`config.mk`:
```
export PLATFORM = sky130hd
export DESIGN_NAME = udp_tx_csum
export DESIGN_NICKNAME = d
export VERILOG_FILES = /design/src/rtl/udp_tx_csum.sv
export SDC_FILE = /design/constraint.sdc
export NUM_CORES = 1
export LEC_CHECK = 0
export ABC_CLOCK_PERIOD_IN_PS = 9600
export CAP_MARGIN = 0
export CORE_MARGIN = 3
export CORE_UTILIZATION = 25
export DETAILED_ROUTE_END_ITERATION = 8
export MAX_ROUTING_LAYER = met4
export PLACE_DENSITY = 0.53
export SLEW_MARGIN = 30
export SYNTH_ARGS = -nofsm -noshare
export SYNTH_HDL_FRONTEND = slang
export SYNTH_SLANG_ARGS = --single-unit
```
`constraint.sdc`:
```
create_clock -name clk -period 9.6 [get_ports clk]
set_clock_uncertainty 0.05 [all_clocks]
set_input_delay 1.92 -clock clk [delete_from_list [all_inputs] [get_ports clk]]
set_output_delay 1.92 -clock clk [all_outputs]
set_load 0.05 [all_outputs]
```
`src/rtl/udp_tx_csum.sv`:
```
// udp_tx_csum: computes the UDP checksum and streams header, FIFO payload and zero padding
module udp_tx_csum #(
  parameter int DATA_W = 16,
  parameter int CSUM_EN = 1,
  parameter int MIN_PAYLOAD = 18,
  parameter int TIMEOUT_W = 16
) (
  input  logic              clk,
  input  logic              rst,
  input  logic [31:0]       source_ip_addr,
  input  logic [31:0]       destination_ip_addr,
  input  logic [15:0]       udp_send_source_port,
  input  logic [15:0]       udp_send_destination_port,
  input  logic [15:0]       udp_send_data_length,
  input  logic [15:0]       payload_csum,
  input  logic [DATA_W-1:0] fifo_data,
  output logic              fifo_rd_en,
  input  logic              udp_tx_req,
  input  logic              udp_data_req,
  output logic              udp_tx_ready,
  output logic              udp_tx_valid,
  output logic [7:0]        udp_tx_data,
  output logic              udp_tx_done,
  output logic              udp_tx_timeout
);
  localparam int B = DATA_W / 8;
  typedef enum logic [3:0] {IDLE = 4'b0001, CSUM = 4'b0010, SEND_WAIT = 4'b0100, UDP_SEND = 4'b1000} state_t;
  state_t state, nxt;
  logic [31:0] src_ip, dst_ip;
  logic [15:0] sport, dport, len, pcsum, udp_len, total, csum, n, p, off, term, cres, f2;
  logic [15:0] t [10];
  logic [7:0] hdr [8];
  logic [19:0] acc, sum;
  logic [16:0] f1;
  logic [3:0] ci;
  logic [TIMEOUT_W-1:0] tmo;
  logic [DATA_W-1:0] word;
  logic [7:0] tx_byte;
  logic rd_q, last_q, rd_go, last, pay;
  always_comb begin
    t = '{src_ip[31:16], src_ip[15:0], dst_ip[31:16], dst_ip[15:0], 16'h0011, udp_len, sport, dport, udp_len, pcsum};
    term = t[ci];
    sum = acc + {4'h0, term};
    f1 = {1'b0, sum[15:0]} + {13'h0, sum[19:16]};
    f2 = f1[15:0] + {15'h0, f1[16]};
    cres = CSUM_EN == 0 ? 16'h0000 : f2 == 16'hFFFF ? 16'hFFFF : ~f2;
    hdr = '{sport[15:8], sport[7:0], dport[15:8], dport[7:0], udp_len[15:8], udp_len[7:0], csum[15:8], csum[7:0]};
    p = n - 16'd5;
    off = n - 16'd8;
    pay = n >= 16'd8 && off < len;
    rd_go = n >= 16'd5 && p < len && (p & 16'(B - 1)) == 16'h0;
    last = n == total - 16'd1;
    tx_byte = n < 16'd8 ? hdr[n[2:0]] : pay ? word[DATA_W-1 -: 8] : 8'h00;
  end
  always_comb begin
    nxt = state;
    case (state)
      IDLE:      nxt = udp_tx_req ? CSUM : IDLE;
      CSUM:      nxt = ci == 4'd9 ? SEND_WAIT : CSUM;
      SEND_WAIT: nxt = udp_data_req ? UDP_SEND : &tmo ? IDLE : SEND_WAIT;
      UDP_SEND:  nxt = last ? IDLE : UDP_SEND;
      default:   nxt = IDLE;
    endcase
  end
  always_ff @(posedge clk)
    if (rst) state <= IDLE;
    else state <= nxt;
  always_ff @(posedge clk) begin
    if (rst) begin
      src_ip <= '0;
      dst_ip <= '0;
      sport <= '0;
      dport <= '0;
      len <= '0;
      pcsum <= '0;
      udp_len <= '0;
      total <= '0;
      csum <= '0;
      acc <= '0;
      ci <= '0;
      tmo <= '0;
      n <= '0;
      word <= '0;
      rd_q <= 1'b0;
      last_q <= 1'b0;
      fifo_rd_en <= 1'b0;
      udp_tx_ready <= 1'b0;
      udp_tx_valid <= 1'b0;
      udp_tx_data <= 8'h00;
      udp_tx_done <= 1'b0;
      udp_tx_timeout <= 1'b0;
    end else begin
      if (state == IDLE && udp_tx_req) begin
        src_ip <= source_ip_addr;
        dst_ip <= destination_ip_addr;
        sport <= udp_send_source_port;
        dport <= udp_send_destination_port;
        len <= udp_send_data_length;
        pcsum <= payload_csum;
        udp_len <= udp_send_data_length + 16'd8;
        total <= (udp_send_data_length > 16'(MIN_PAYLOAD) ? udp_send_data_length : 16'(MIN_PAYLOAD)) + 16'd8;
      end
      if (state == CSUM && ci == 4'd9) csum <= cres;
      acc <= state == CSUM ? sum : '0;
      ci <= state == CSUM ? ci + 4'd1 : 4'd0;
      tmo <= state == SEND_WAIT ? tmo + TIMEOUT_W'(1) : '0;
      n <= state == UDP_SEND ? n + 16'd1 : 16'd0;
      udp_tx_ready <= state == SEND_WAIT;
      udp_tx_timeout <= state == SEND_WAIT && !udp_data_req && &tmo;
      fifo_rd_en <= state == UDP_SEND && rd_go;
      rd_q <= fifo_rd_en;
      word <= rd_q ? fifo_data : state == UDP_SEND && pay ? word << 8 : word;
      udp_tx_valid <= state == UDP_SEND;
      udp_tx_data <= state == UDP_SEND ? tx_byte : 8'h00;
      last_q <= state == UDP_SEND && last;
      udp_tx_done <= last_q;
    end
  end
endmodule

```
==> After elaboration in Yosys (flattened, before gate mapping) <==
Index checks and enable logic that the tools add are counted.
{ "word_totals": {"rom_bits": 0, "reg_bits": 267, "latchBits": 0, "memories": 0, "mem_bits_rw": 0, "inputBits": 148} }
{ "op_classes": {"reduce_logical": 17, "mux": 18, "n_eq_ne": 7, "n_addsub": 11, "div": 0, "n_mul": 0, "shifts": 0, "n_bitwise": 6, "magnitude_cmp": 8} }
{ "ops": {"columns": ["op", "n"], "rows": [
  ["two-way mux 16 bit", 6],
  ["binary-select mux 16 bit (select 4 bit)", 1],
  ["adder 16 x 1 -> 16 bit (second input constant)", 2],
  ["adder 16 x 4 -> 16 bit (second input constant)", 2],
  ["less-than comparator 16 bit", 2],
  ["two-way mux 8 bit", 4],
  ["binary-select mux 8 bit (select 3 bit)", 1],
  ["adder 20 x 16 -> 20 bit", 1],
  ["adder 16 x 4 -> 17 bit", 1],
  ["adder 16 x 1 -> 16 bit", 1],
  ["equality test 16 bit", 1],
  ["equality test 16 bit (second input constant)", 1],
  [">= comparator 16 x 3 -> 1 bit (second input constant)", 1],
  [">= comparator 16 x 4 -> 1 bit (second input constant)", 1],
  ["> comparator 16 x 5 -> 1 bit (second input constant)", 1],
  ["logical NOT 16 bit", 1],
  ["less-than comparator 16 x 4 -> 1 bit (second input constant)", 1],
  ["NOT 16 bit", 1],
  ["one-hot mux 4 bit (4 select lines)", 1],
  ["AND reduction 16 bit", 1],
  ["subtractor 16 x 1 -> 16 bit (second input constant)", 1],
  ["subtractor 16 x 3 -> 16 bit (second input constant)", 1],
  ["subtractor 16 x 4 -> 16 bit (second input constant)", 1],
  ["logical AND 1 bit", 10],
  ["other kinds (16)", 23]
]} }

==> Logic depth before layout (Yosys ltp) <==
{ "depth": {"word_depth": 9, "depth_mapped": 39} }

==> Worst setup path after synthesis <==
No wires, ideal clock.
{ "synth_path": {"path_type": "register to register", "from": "register ci[0]", "to": "register csum[10]", "path_stages_with_launch": 40, "period_less_slack_ns": 8.181, "setup_slack_ns": 1.419, "arrival_ns": 8.045, "path_buffers": 4, "setup_ns": 0.086, "cell_sequence": "dfxtp_1 > clkbuf_1 > clkbuf_1 > clkbuf_1 > nor3_1 > a211oi_1 > a21oi_1 > o21ai_0 > ha_1 > inv_1 > fa_1 > nand2b_1 > a21oi_1 > o21ai_0 > o21ai_0 > a21o_1 > a21oi_1 > o21bai_1 > [4 not listed] > a21o_1 > a21o_1 > nand3_1 > nor3_1 > nand4_1 > nor3_1 > ha_1 > nand3_1 > nor2_1 > a211o_1 > a21oi_1 > xnor2_1 > nand2_1 > or4_1 > nor3b_2 > nand4_2 > buf_6 > a211oi_1"} }
{ "synth_between": {"elab_chain_len": 9} }
{ "synth_rtl": {"columns": ["element", "line", "rtl"], "rows": [
  ["start: declaration", "35", "logic [3:0] ci;"],
  ["start signal: assignment", "105", "ci <= state == CSUM ? ci + 4'd1 : 4'd0;"],
  ["NOT 4 -> 5 bit (implied by the code) *", "42", "term = t[ci];"],
  ["binary-select mux 16 bit (select 4 bit) *", "42", null],
  ["two-way mux 16 bit (implied by the code) * (2 in series)", "42", null],
  ["adder 20 x 16 -> 20 bit *", "43", "sum = acc + {4'h0, term};"],
  ["named net sum[16]", "33", "logic [19:0] acc, sum;"],
  ["adder 16 x 4 -> 17 bit *", "44", "f1 = {1'b0, sum[15:0]} + {13'h0, sum[19:16]};"],
  ["adder 16 x 1 -> 16 bit *", "45", "f2 = f1[15:0] + {15'h0, f1[16]};"],
  ["equality test 16 bit or NOT 16 bit (tied branches)", "46", "cres = CSUM_EN == 0 ? 16'h0000 : f2 == 16'hFFFF ? 16'hFFFF : ~f2;"],
  ["two-way mux 16 bit *", "46", null],
  ["end signal: assignment", "103", "if (state == CSUM && ci == 4'd9) csum <= cres;"],
  ["end: declaration", "30", "logic [15:0] sport, dport, len, pcsum, udp_len, total, csum, n, p, off, term, cres, f2;"]
]} }
The timed path passes the listed nets; every way through them passes the cells marked *. The select of a mux whose other input is x is not followed.
A chain may end at the register's enable or synchronous reset.

==> Worst setup path after layout <==
{ "layout_path": {"from": "register ci[0]", "to": "register csum[12]"} }
The elaborated chain is that of the path after synthesis.

==> flow_summary.toml <==
[final_layout]
fin_cells = 2625
design.final.nets = 2058
final_cell_area_sq_mm = 0.01763
fillers = 6018
layout.area.seq_sq_mm = 0.005288
multi_input_area_sq_mm = 0.008489
final_layout_size_suffix_gt1_share_pct = 6.427
area_delta_synth_final_pct = 22.76
finalCoreUtilization_pct = 31.14

[power]
vdd_drop_max_mv = 0.1266
switching_power_mw = 0.7254
total_leakage_power_nw = 6.303
power_per_cell_area_mw_per_mm2 = 153.9
power_mw = 2.713
clock_network_power_share_pct = 42.7
internal_power_mw = 1.987
pwr-share-seq_pct = 44.1
power.share.combinational_pct = 13.2
switching_share_of_total_power_pct = 26.74

[placed_design]
place.port_buffers = 160
place_hpwl_um = 34620
detailedPlace.worstSlack_ns = 0.9290
place.gp.congestion = 0.8630
post-place-cells = 2569
placement_cell_area_sq_mm = 0.01662

[setup_path]
critical-path-slowest-cell = "sky130_fd_sc_hd__nor2b_1"
crit_fanout = 16
startpoint_type = "flop"
cp.required_ns = 10.02
cp_data_arrival_time_ns = 9.22
cp_peak_stage_delay_ns = 0.80
endpoint_kind = "flop"
setup_slack_reg_to_reg_ns = 0.80
worstSetupPathType = "flop to flop"

[synthesis]
synthArstFlopShare_pct = 0
ys_warn_count = 0
synth_flop_cell = "sky130_fd_sc_hd__dfxtp_1"
synthesis.nets = 1965
synth_cells = 1751
synth_edf_count = 0
synthTopCellsByArea = "sky130_fd_sc_hd__dfxtp_1, sky130_fd_sc_hd__nand2_1, sky130_fd_sc_hd__a21oi_1"
ys_types = 68
post-synth-top-area-fraction_pct = 36.81
synth-seq-area-share_pct = 36.81
syn-cell-area_sq_mm = 0.01436
post_synth.cell_area_avg_sq_um = 8.200
yosys_reg_bits = 264
synth_top_cell_by_area = "sky130_fd_sc_hd__dfxtp_1"

[routing]
post_drt_wl_per_cell_um = 17.49
met3_length_um = 1967
met1_wire_length_um = 21810
totalWireLength_um = 45900
top_signal_layer_used = "met4"
drt.antenna.violating_nets = 0
detail_route.iter0.violations = 820
via_per_inst = 4.806
via_count = 12617
post-route-drc-count = 0
wl_met2_um = 21150
drt_first_pass_iters = 5

[sta]
timing.hold.ws_ns = 0.3963
fin_tns_setup_ns = 0
finalHoldViolCount = 0
final_period_minus_worst_setup_slack_ns = 8.801
worst_slew_pin_slew_ns = 0.9157
setup_repair_after_global_routing_missed_its_margin = "no"
fmax_mhz = 113.6
drv_slew = 0
min_period_over_period_pct = 91.68
setup_violations = 0
worst_slew_margin_rel_pct = 38.83
setup_ws_post_layout_ns = 0.7989

[hold_path]
min-delay-path-class = "flop to flop"

[die]
dieHeight_um = 245.7
floorplan.core_area_sq_mm = 0.05660
num_rows = 87
design.die.area_sq_mm = 0.06035
starting_density_pct = 25.37
die_w_um = 245.7
io_pins = 161

[cts]
cts_max_level = 1
clk_path_buf_depth = 3
clock-root-buffer = "sky130_fd_sc_hd__clkbuf_16"
clock_sink_count = 264
post_cts_buffers = 0
cts-buffers-inserted = 29
cts_stage_hold_buffer_count = 0
path_clk_slew_ns = 0.07
cts_resized = 0
cts_tree = "built"
worst_skew_pair.late_latency_ns = 0.56

[run]
maxCapViolations = 0

[global_routing]
first_pass_grt_wire_length_um = 70300
grtUsageTotal_pct = 15.05
via_count_of_the_first_global_routing_pass = 12406
grt_max_degree = 106
antenna_found_initial = 4
grt.overflow.total = 0

[run_status]
status = "complete, no violations"
## power groups by stage
stage / clock network [mW] / registers (mW) / logic, mW
finish: 1.16 / 1.20 / 0.359
global route: 1.24 / 1.20 / 0.397
CTS: 1.19 / 1.19 / 0.360
detailed placement: 0 / 1.22 / 0.358
global placement: 0 / 1.22 / 0.352
floorplan: 0 / 1.19 / 0.221
## worst paths after layout
kind / start / cells past startpoint / end
setup reg to reg: ci[0] / 33 / csum[12]
setup / recovery: ci[0] / 33 / csum[12]
hold reg to reg: last_q / 1 / udp_tx_done
hold / removal: last_q / 1 / udp_tx_done
## area by class of cell
cell class | count | share of cell area, %
Tap cell | 756 | 5.366
Sequential cell | 264 | 30.00
Clock inverter | 17 | 0.9938
Inverter | 44 | 0.9370
Timing Repair Buffer | 176 | 9.888
Antenna cell | 2 | 0.02839
Multi-Input combinational cell | 1329 | 48.16
Clock buffer | 37 | 4.628
## layer usage
metal  vias up  track usage, %
li1       6244               -
met1      6000           20.32
met2       316           23.91
met3        57           2.094
met4         0           3.387
met5         -               -
## critical path, delay by kind of cell (launching register included)
family / cells / cell delay [ns]
AOI/OAI and AO/OA: 12 / 3.55
and+or+nand+nor: 14 / 3.00
adders and majority gates: 3 / 0.96
DFF: 1 / 0.66
xor gates and xnor gates: 2 / 0.30
muxes: 1 / 0.09
buffers and inverters: 1 / 0.08
## synthesized netlist by cell type, drive strengths merged (14+ instances only)
cell / count
and3: 20
dfxtp: 264
nor2b: 16
o21ai: 41
nor3: 27
mux4: 32
xor2: 53
nand2b: 16
mux2i: 60
a211oi: 36
nand2: 341
a21oi: 193
xnor2: 77
ha: 64
nor2: 143
o22ai: 14
buf: 15
nand4: 14
nand3: 45
inv: 44
clkbuf: 99
## flip-flops by register name, indices dropped and copies added, names as in the netlist, 8 cells and up
name,cells
udp_len,13
word,16
tmo,16
pcsum,16
csum,16
dport,16
acc,20
n,16
udp_tx_data,8
src_ip,32
sport,16
len,16
dst_ip,32
total,16
## cells by family after synthesis
kind of cell | Yosys count | share of synthesized area, %
XOR/XNOR | 130 | 7.930
AND/OR/NAND/NOR | 676 | 20.77
multiplexers | 94 | 9.359
flip-flops | 264 | 36.81
buffers and inverters | 158 | 4.200
adder cells (fa/ha/maj) | 66 | 5.856
AO/OA/AOI/OAI | 363 | 15.07
## cells in the final DEF (no fill, tap or decap), types with 34 or more instances in the layout
cell | synthesis | layout
sky130_fd_sc_hd__nand2_1 | 341 | 341
sky130_fd_sc_hd__mux2i_1 | 60 | 60
sky130_fd_sc_hd__nand3_1 | 45 | 44
sky130_fd_sc_hd__a211oi_1 | 34 | 34
sky130_fd_sc_hd__o21ai_0 | 41 | 41
sky130_fd_sc_hd__inv_1 | 44 | 44
sky130_fd_sc_hd__xnor2_1 | 77 | 77
sky130_fd_sc_hd__a21oi_1 | 192 | 192
sky130_fd_sc_hd__clkdlybuf4s50_1 | 0 | 159
sky130_fd_sc_hd__dfxtp_1 | 264 | 262
sky130_fd_sc_hd__ha_1 | 64 | 64
sky130_fd_sc_hd__nor2_1 | 143 | 143
sky130_fd_sc_hd__xor2_1 | 53 | 53
Note: power is estimated with default switching activity, not from simulation.
